## config.mk

```make
export PLATFORM = sky130hd
export DESIGN_NAME = top_video_system
export DESIGN_NICKNAME = d
export VERILOG_FILES = /design/src/rtl/top_video_system_if.sv /design/src/rtl/top_video_system.sv
export SDC_FILE = /design/constraint.sdc
export NUM_CORES = 1
export LEC_CHECK = 0
export CAP_MARGIN = 40
export CORE_UTILIZATION = 30
export CTS_CLUSTER_SIZE = 8
export DETAILED_ROUTE_END_ITERATION = 8
export PLACE_DENSITY = 0.52
export SYNTH_ARGS = -nofsm -noshare
export SYNTH_HDL_FRONTEND = slang
export SYNTH_SLANG_ARGS = --single-unit
```

## constraint.sdc

```tcl
create_clock -name FPGA_CLK1_50 -period 5.9 [get_ports FPGA_CLK1_50]
set_input_delay 1.77 -clock FPGA_CLK1_50 [delete_from_list [all_inputs] [get_ports FPGA_CLK1_50]]
set_output_delay 1.77 -clock FPGA_CLK1_50 [all_outputs]
set_load 0.005 [all_outputs]
```

## src/rtl/top_video_system_if.sv

```systemverilog
// Video bus between the raster core and the board pins.
// The core drives every signal on this bus from registers. It updates them
// on each rising pixel clock edge, and nothing on the bus waits for the
// other side. The raster keeps running, so the bus has no valid/ready
// handshake.
interface vga_if;
    logic        hs;     // horizontal sync, active-low
    logic        vs;     // vertical sync, active-low
    logic        blank;  // 1 = active pixel, 0 = blanked
    logic        sync;   // composite sync, unused and held at 0
    logic [23:0] rgb;    // {R[7:0], G[7:0], B[7:0]}

    modport master (output hs, vs, blank, sync, rgb);
    modport slave  (input  hs, vs, blank, sync, rgb);
endinterface

```

## src/rtl/top_video_system.sv

```systemverilog
// Video-controller top. The raster generator feeds the registered video bus
// with a switch-selectable test pattern. The block also drives the
// heartbeat, frame-toggle and switch-echo LEDs.

module video_core #(
    parameter int HDISP     = 800,
    parameter int VDISP     = 480,
    parameter int HFP       = 40,
    parameter int HPULSE    = 48,
    parameter int HBP       = 40,
    parameter int VFP       = 13,
    parameter int VPULSE    = 3,
    parameter int VBP       = 29,
    parameter int BLINK_DIV = 25000000
) (
    input  logic       clk_i,
    input  logic       rst_i,
    input  logic [3:0] sw_i,
    vga_if.master      vga,
    output logic [7:0] led_o
);
    localparam int HTOTAL = HDISP + HFP + HPULSE + HBP;
    localparam int VTOTAL = VDISP + VFP + VPULSE + VBP;
    localparam int HW     = $clog2(HTOTAL);
    localparam int VW     = $clog2(VTOTAL);
    localparam int DW     = (BLINK_DIV > 1) ? $clog2(BLINK_DIV) : 1;

    logic [HW-1:0] h_cnt_q, h_cnt_d;
    logic [VW-1:0] v_cnt_q, v_cnt_d;
    logic [DW-1:0] div_q, div_d;
    logic          h_last, v_last, div_last;
    logic          blink_q, frame_q;
    logic [3:0]    sw_q;

    logic          hs_q, vs_q, blank_q;
    logic [23:0]   rgb_q;
    logic          hs_d, vs_d, blank_d;
    logic [23:0]   rgb_d;
    logic [2:0]    bar_idx;
    logic          grid_on;

    // Next raster position: h runs every cycle and v advances on each h wrap.
    always_comb begin
        h_last  = (32'(h_cnt_q) == HTOTAL - 1);
        v_last  = (32'(v_cnt_q) == VTOTAL - 1);
        h_cnt_d = h_last ? '0 : h_cnt_q + 1'b1;
        v_cnt_d = v_cnt_q;
        if (h_last) begin
            v_cnt_d = v_last ? '0 : v_cnt_q + 1'b1;
        end
    end

    // Heartbeat divider: wraps after BLINK_DIV cycles, which is one LED[0] toggle.
    always_comb begin
        div_last = (32'(div_q) == BLINK_DIV - 1);
        div_d    = div_last ? '0 : div_q + 1'b1;
    end

    // Sync, blank and pattern for the current counter position. These are
    // registered below, so the pins lag the counters by one cycle.
    always_comb begin
        hs_d    = !((32'(h_cnt_q) >= HDISP + HFP) && (32'(h_cnt_q) < HDISP + HFP + HPULSE));
        vs_d    = !((32'(v_cnt_q) >= VDISP + VFP) && (32'(v_cnt_q) < VDISP + VFP + VPULSE));
        blank_d = (32'(h_cnt_q) < HDISP) && (32'(v_cnt_q) < VDISP);
        bar_idx = 3'((32'(h_cnt_q) * 32'd8) / 32'(HDISP));
        grid_on = (h_cnt_q[3:0] == 4'd0) || (v_cnt_q[3:0] == 4'd0);
        rgb_d   = 24'h000000;
        if (blank_d) begin
            if (sw_i[0]) begin
                rgb_d = {{8{bar_idx[2]}}, {8{bar_idx[1]}}, {8{bar_idx[0]}}};
            end else if (grid_on) begin
                rgb_d = 24'hFFFFFF;
            end
        end
    end

    // Raster counters, divider and LED state registers.
    always_ff @(posedge clk_i or posedge rst_i) begin
        if (rst_i) begin
            h_cnt_q <= '0;
            v_cnt_q <= '0;
            div_q   <= '0;
            blink_q <= 1'b0;
            frame_q <= 1'b0;
            sw_q    <= 4'd0;
        end else begin
            h_cnt_q <= h_cnt_d;
            v_cnt_q <= v_cnt_d;
            div_q   <= div_d;
            sw_q    <= sw_i;
            if (div_last) begin
                blink_q <= !blink_q;
            end
            // Toggle on the edge that moves the raster from the last pixel
            // of the frame back to (0,0).
            if (h_last && v_last) begin
                frame_q <= !frame_q;
            end
        end
    end

    // Output registers for the video bus.
    always_ff @(posedge clk_i or posedge rst_i) begin
        if (rst_i) begin
            hs_q    <= 1'b1;
            vs_q    <= 1'b1;
            blank_q <= 1'b0;
            rgb_q   <= 24'h000000;
        end else begin
            hs_q    <= hs_d;
            vs_q    <= vs_d;
            blank_q <= blank_d;
            rgb_q   <= rgb_d;
        end
    end

    assign vga.hs    = hs_q;
    assign vga.vs    = vs_q;
    assign vga.blank = blank_q;
    assign vga.sync  = 1'b0;
    assign vga.rgb   = rgb_q;
    assign led_o     = {sw_q, 2'b00, frame_q, blink_q};
endmodule

module top_video_system #(
    parameter int HDISP     = 800,
    parameter int VDISP     = 480,
    parameter int HFP       = 40,
    parameter int HPULSE    = 48,
    parameter int HBP       = 40,
    parameter int VFP       = 13,
    parameter int VPULSE    = 3,
    parameter int VBP       = 29,
    parameter int BLINK_DIV = 25000000
) (
    input  logic        FPGA_CLK1_50,
    input  logic        RST,
    input  logic [3:0]  SW,
    output logic [7:0]  LED,
    output logic        VGA_CLK,
    output logic        VGA_HS,
    output logic        VGA_VS,
    output logic        VGA_BLANK,
    output logic        VGA_SYNC,
    output logic [23:0] VGA_RGB
);
    vga_if u_vga ();

    video_core #(
        .HDISP(HDISP), .VDISP(VDISP), .HFP(HFP), .HPULSE(HPULSE), .HBP(HBP),
        .VFP(VFP), .VPULSE(VPULSE), .VBP(VBP), .BLINK_DIV(BLINK_DIV)
    ) u_core (
        .clk_i (FPGA_CLK1_50),
        .rst_i (RST),
        .sw_i  (SW),
        .vga   (u_vga),
        .led_o (LED)
    );

    assign VGA_CLK   = FPGA_CLK1_50;
    assign VGA_HS    = u_vga.hs;
    assign VGA_VS    = u_vga.vs;
    assign VGA_BLANK = u_vga.blank;
    assign VGA_SYNC  = u_vga.sync;
    assign VGA_RGB   = u_vga.rgb;
endmodule

```

======== After elaboration in Yosys (flattened, before gate mapping) ========
Cells that the tools add are included.
operators by class
  add/subtract/negate cells ............... 3
  $mul .................................... 0
  div/mod/pow operators ................... 1
  magnitude comparators ................... 6
  equality and inequality tests ........... 3
  shift-type cells ........................ 0
  multiplexer cells ....................... 6
  bitwise operators ....................... 0
  reduce and logical (&&, ||, !) cells .... 11
operators with widths
  cell                                                         count
  2-to-1 mux 24 bit                                            3
  divider 13 x 10 -> 32 bit, second input constant             1
  adder 25 x 1 -> 25 bit, second input constant                1
  equality test 25 bit, second input constant                  1
  2-to-1 mux 25 bit                                            1
  adder 10 x 1 -> 10 bit, second input constant                2
  equality test 10 bit, second input constant                  2
  less-than comparator 10 bit, second input constant           2
  less-than comparator 10 x 9 -> 1 bit, second input constant  2
  2-to-1 mux 10 bit                                            2
  >= comparator 10 bit, second input constant                  1
  >= comparator 10 x 9 -> 1 bit, second input constant         1
  zero test 4 bit                                              2
  logical AND 1 bit                                            4
  zero test 1 bit                                              4
  logical OR 1 bit                                             1
storage, ports and cells
  bits in registers ....................... 78
  bits in latches ......................... 0
  memory bits (writable) .................. 0
  bits in read-only memories .............. 0
  input bits .............................. 6
  output and inout bits ................... 37
  word-level logic and storage cells ...... 40
  memories kept ........................... 0

======== Longest topological paths before layout ========
Gate-level depths: netlist of run 1.
  depth in word-level cells ............... 5
  gate-level depth with buffers ........... 15
  depth with buffers taken out ............ 13

======== By module ========
From an unflattened synthesis of run 1, not the netlist that was laid out.
unflattened totals
  cell total of the unflattened synthesis .. 395
  area total of the unflattened synthesis .. 3606.0 um^2
modules (own cells, without submodules)
  module            times used  cells each  area an instance (um^2)  seq. area each (um^2)
  video_core        1           394         3598.5                   1428.9
  top_video_system  1           1           7.5                      0.0

==> results of run 1 <==
-- sequential cells by signal, summed over array words and instances, names as in the netlist --
name,count
u_core.div_q,25
u_core.h_cnt_q,10
u_core.v_cnt_q,10
u_core.sw_q,4
u_core.vga.rgb,3
u_core.blink_q,1
u_core.frame_q,1
u_core.vga.blank,1
u_core.vga.hs,1
u_core.vga.vs,1
-- worst max-delay path, stage by stage --
cell             delay [ns]
clkbuf_16              0.12
clkbuf_16              0.13
clkdlybuf4s50_1        0.43
-- per-stage QoR --
step,util [%],hold slack (ns),worst slack (ns),instance area [um^2],cells
2_1_floorplan,-,0.443,1.07,3670,408
3_3_place_gp,34.1,0.456,0.766,3980,549
3_5_place_dp,34.1,0.461,0.766,3980,549
4_1_cts,37.7,0.475,0.486,4400,568
5_1_grt,37.7,0.491,0.485,4400,568
6_report,37.7,0.468,0.498,4400,568
-- power breakdown --
group / leakage [nW] / internal, mW / switching [mW]
clock: 0.207 / 0.520 / 0.190
sequential: 0.739 / 0.394 / 0.00213
combinational: 0.823 / 0.0197 / 0.0139
-- how the worst min path moves through the flow --
stage	slack, ns	end	startpoint	cells past startpoint
after detailed placement	0.46	u_core.blink_q	u_core.blink_q	1
final	0.47	u_core.blink_q	u_core.blink_q	1
after CTS	0.47	u_core.blink_q	u_core.blink_q	1
after global placement	0.46	u_core.blink_q	u_core.blink_q	1
after floorplan	0.44	u_core.blink_q	u_core.blink_q	1
after global routing	0.49	u_core.blink_q	u_core.blink_q	1
-- logic make-up after synthesis --
family	share of synthesized area, %
adders and majority gates	2.74
DFF	39.0
xor gates and xnor gates	11.2
buffers and inverters	9.03
other	0.102
muxes	0.274
AOI/OAI and AO/OA	13.8
and+or+nand+nor	23.8
-- cell type report --
| type | count | area, um^2 |
|---|---|---|
| tap | 143 | 179 |
| sequential | 57 | 1430 |
| fill | 1127 | 7270 |
| inverter | 11 | 41.3 |
| clock buffer | 15 | 328 |
| clock inverter | 5 | 103 |
| timing repair buffer | 41 | 403 |
| multi-input combinational | 296 | 1910 |
-- per-layer routing --
layer  share of wire [%]  wire length (um)  global-route usage [%]
met2                  44              3340                    19.7
met4                 1.4               105                    5.24
met3                 4.6               347                    4.75
met1                  50              3780                    18.0
met5                   0                 0                       0
-- Yosys cell counts (3+ instances only) --
cell | instances | area, um^2
dfrtp_1 | 55 | 1380
nor2_1 | 51 | 191
nand2_1 | 37 | 139
buf_4 | 28 | 210
xnor2_1 | 26 | 228
xor2_1 | 19 | 166
nand3_1 | 18 | 90.1
o21ai_0 | 14 | 70.1
nor3_1 | 12 | 60.1
a21oi_1 | 10 | 50.1
clkbuf_1 | 10 | 37.5
inv_1 | 10 | 37.5
and3_1 | 8 | 50.1
ha_1 | 8 | 100
nand4_1 | 8 | 50.1
a211oi_1 | 6 | 45.0
nor4_1 | 6 | 37.5
nor2b_1 | 5 | 31.3
a31oi_1 | 4 | 25.0
nand2b_1 | 4 | 25.0
and2_1 | 3 | 18.8
buf_2 | 3 | 15.0
o211ai_1 | 3 | 22.5
o31ai_1 | 3 | 22.5
or2_2 | 3 | 18.8
or3_1 | 3 | 18.8
==> results.toml, run 1 <==
[status]
status = "complete, but fails checks"
violations = "DRC"

[finish]
final_common_cell = "dfrtp_1"
final_cell_mix = "dfrtp_1 (55), nor2_1 (51), clkdlybuf4s50_1 (39)"
drive_gt1_share_pct = 10.6
fin_nets = 434
syn2layout_area_growth_pct = 20.1
diodes = 0

[cts]
cts_setup_buffers = 0
cts_resized = 0
postCtsHoldBufs = 0
tritoncts = "done"
clk_latency_ns = 0.44
clk_pin_slew_ns = 0.05

[routing]
routedWlPerCell_um = 13.3
dr.pass1.iters = 6
wl_um = 7570
vias = 2849
ant_nets = 0
vias_per_cell = 5.02
drc = 1
drt-initial-drc-count = 152

[logic_synthesis]
synthArstFlopShare_pct = 100
synthFlopType = "dfrtp_1"
synth_cell_types = 68
synthCells = 406
synth_warnings = 0
synth_area_per_cell_um2 = 9.01
synth-edff-count = 0
synth_seq_cells = 57
ys_seq_area_share_pct = 39.0
synth.cell_area_um2 = 3660

[critical_path]
rr_startpoint = "u_core.h_cnt_q[0]"
crit_required_ns = 4.13
cp-end-kind = "output pin"
cp-startpoint = "FPGA_CLK1_50"
crit_fanout = 2
critPathKind = "clock port to output pin"
reg2reg_depth = 12
reg2reg_to = "u_core.vga.rgb[7]"
cp.arrival_ns = 3.63
regToRegSetupSlack_ns = 2.21
start_kind = "clock port"
crit_end = "VGA_CLK"

[die]
die_width_um = 112
die_h_um = 112
core_um2 = 11700
die-area_um2 = 12600
start_util_pct = 31.4
placementRows = 39
num_io_pins = 43

[timing]
rsz0062_at_grt = "false"
timing.slew.headroom_pct = 41.2
slew_violations = 0
finalSetupViolCount = 0
tightest_slew_ns = 0.877
skew_ns = 0.00475
tns_ns = 0
final-hold-violation-count = 0

[power]
p_per_area_nw_per_um2 = 259
p_leak_nw = 1.77
peakVddDrop_uv = 169
total_power_mw = 1.14

[placement]
io_buffers = 39
place_hpwl_um = 5390
gp_congestion = 0.830

[global_route]
grt_max_degree = 46
grt_usage_pct = 13.4
grt_pass1_wl_um = 13300
grt_pass1_vias = 2679
grt_overflow = 0
antenna_found_initial = 0

[worst_hold_path]
hold_path_class = "register to register"

[flow_run]
maxCapViolations = 0
Note: power is estimated with default switching activity, not from simulation.
==> run 2: changes to the inputs <==
--- a/config.mk
+++ b/config.mk
@@ -6,6 +6,7 @@
 export NUM_CORES = 1
 export LEC_CHECK = 0
 export CAP_MARGIN = 40
+export CORE_MARGIN = 5
 export CORE_UTILIZATION = 30
 export CTS_CLUSTER_SIZE = 8
 export DETAILED_ROUTE_END_ITERATION = 8
==> results.toml, run 2 (synthesis gave the netlist of run 1 again) <==
[status]
status = "finished, final reports clean"

[die]
die_width_um = 120
num_io_pins = 43
die-area_um2 = 14500
start_util_pct = 30.6
die_h_um = 120
placementRows = 40
core_um2 = 12000

[power]
peakVddDrop_uv = 145
intPower_mw = 0.892
p_switching_mw = 0.216
clockPowerShare_pct = 61.2
p_leak_nw = 1.76
seqPwrFrac_pct = 35.8
p_per_area_nw_per_um2 = 252
p_sw_share_pct = 19.5
comb_power_share_pct = 3.1

[worst_hold_path]
worstHoldPathCells = 1
min_to = "u_core.blink_q"
min-delay-start = "u_core.blink_q"
hold_path_class = "register to register"

[critical_path]
crit_required_ns = 4.13
critPathKind = "clock port to output pin"
start_kind = "clock port"
cpMaxStageDelayCell = "clkdlybuf4s50_1"
crit_chain = "clkbuf_16 -> clkbuf_16 -> clkdlybuf4s50_1"
cp_common_cell = "clkbuf_16"
reg2reg_to = "u_core.vga.rgb[7]"
crit_fanout = 2
cp.arrival_ns = 3.63
rr_startpoint = "u_core.h_cnt_q[0]"
regToRegSetupSlack_ns = 2.24
cp_slowest_stage_delay_ns = 0.43
reg2reg_depth = 12
cp-end-kind = "output pin"

[timing]
rsz0062_at_grt = "false"
final-hold-violation-count = 0
slew_violations = 0
hold_ws_ns = 0.470
skew_ns = 0.00422
timing.slew.headroom_pct = 38.7
finalSetupViolCount = 0
setup_slack_ns = 0.499
tightest_slew_ns = 0.914
tns_ns = 0

[finish]
largest_register_ffs = 25
final_common_cell = "dfrtp_1"
post-route-cell-area_um2 = 4390
final_cell_mix = "dfrtp_1 (55), nor2_1 (51), clkdlybuf4s50_1 (39)"
fin_nets = 435
fin_cells = 573
diodes = 0
regMostFlops = "u_core.div_q"
syn2layout_area_growth_pct = 20.1
multiInputGateArea_um2 = 1910
drive_gt1_share_pct = 11.0
fill_cells = 1159
largestRegisters = "u_core.div_q (25), u_core.h_cnt_q (10), u_core.v_cnt_q (10)"
seqCellArea_um2 = 1430

[global_route]
grt_pass1_vias = 2787
grt_max_degree = 42
antenna_found_initial = 0
grt_pass1_wl_um = 13700
grt_overflow = 0
grt_usage_pct = 11.8

[routing]
vias = 2868
vias_per_cell = 5.01
wl_um = 7890
routedWlPerCell_um = 13.8
drc = 0
drt-initial-drc-count = 250
ant_nets = 0
dr.pass1.iters = 4

[placement]
pre_cts_slack_ns = 0.766
io_buffers = 39
dp_cells = 554
place_area_um2 = 3990
place_hpwl_um = 5700
gp_congestion = 0.810

[cts]
cts_setup_buffers = 0
cts_resized = 0
clk_latency_ns = 0.44
clk_pin_slew_ns = 0.05
postCtsHoldBufs = 0
tritoncts = "done"

[flow_run]
maxCapViolations = 0
run 2: cell count changes in the layout (fill, tap and decap cells not counted), sizes merged:
| cell | previous run | this run |
|---|---|---|
| clkbuf | 14 | 13 |
| bufinv | 3 | 2 |
| clkinvlp | 1 | 3 |
| buf | 3 | 4 |
run 2: layout make-up:
cell class / count / share of cell area [%]
repair buffers: 42 / 9.34
clock inverters: 6 / 2.08
well taps: 147 / 4.19
clock buffers: 14 / 7.37
inverters: 11 / 0.940
flip-flops and latches: 57 / 32.5
multi-input cells: 296 / 43.6
run 2: worst max path at each step:
stage | start | end | slack, ns
3_3_place_gp | FPGA_CLK1_50 | VGA_CLK | 0.77
4_1_cts | FPGA_CLK1_50 | VGA_CLK | 0.49
2_1_floorplan | FPGA_CLK1_50 | VGA_CLK | 1.07
5_1_grt | FPGA_CLK1_50 | VGA_CLK | 0.48
6_report | FPGA_CLK1_50 | VGA_CLK | 0.50
3_5_place_dp | FPGA_CLK1_50 | VGA_CLK | 0.77
run 2: metal layers:
layer | track usage [%] | part of all wire, % | wire [um] | up-vias
li1 | - | - | - | 1420
met1 | 15.7 | 48 | 3790 | 1364
met2 | 17.3 | 44 | 3490 | 72
met3 | 4.21 | 6.1 | 482 | 12
met4 | 4.89 | 1.6 | 127 | 0
met5 | 0 | 0 | 0 | -
run 2: power groups by stage:
stage	logic (mW)	clock network, mW	registers, mW
3_5_place_dp	0.0352	0.0143	0.403
6_report	0.0340	0.678	0.396
5_1_grt	0.0376	0.721	0.397
3_3_place_gp	0.0352	0.0143	0.403
4_1_cts	0.0353	0.700	0.396
2_1_floorplan	0.0197	0.0110	0.403
run 2: critical path, delay by kind of cell:
family | cells | cell delay (ns)
buffers and inverters | 3 | 0.68
run 2: metrics by stage:
stage,total power [mW],utilization (%)
global placement,0.452,33.3
floorplan,0.434,-
detailed placement,0.452,33.3
finish,1.11,36.7
CTS,1.13,36.7
global route,1.16,36.7
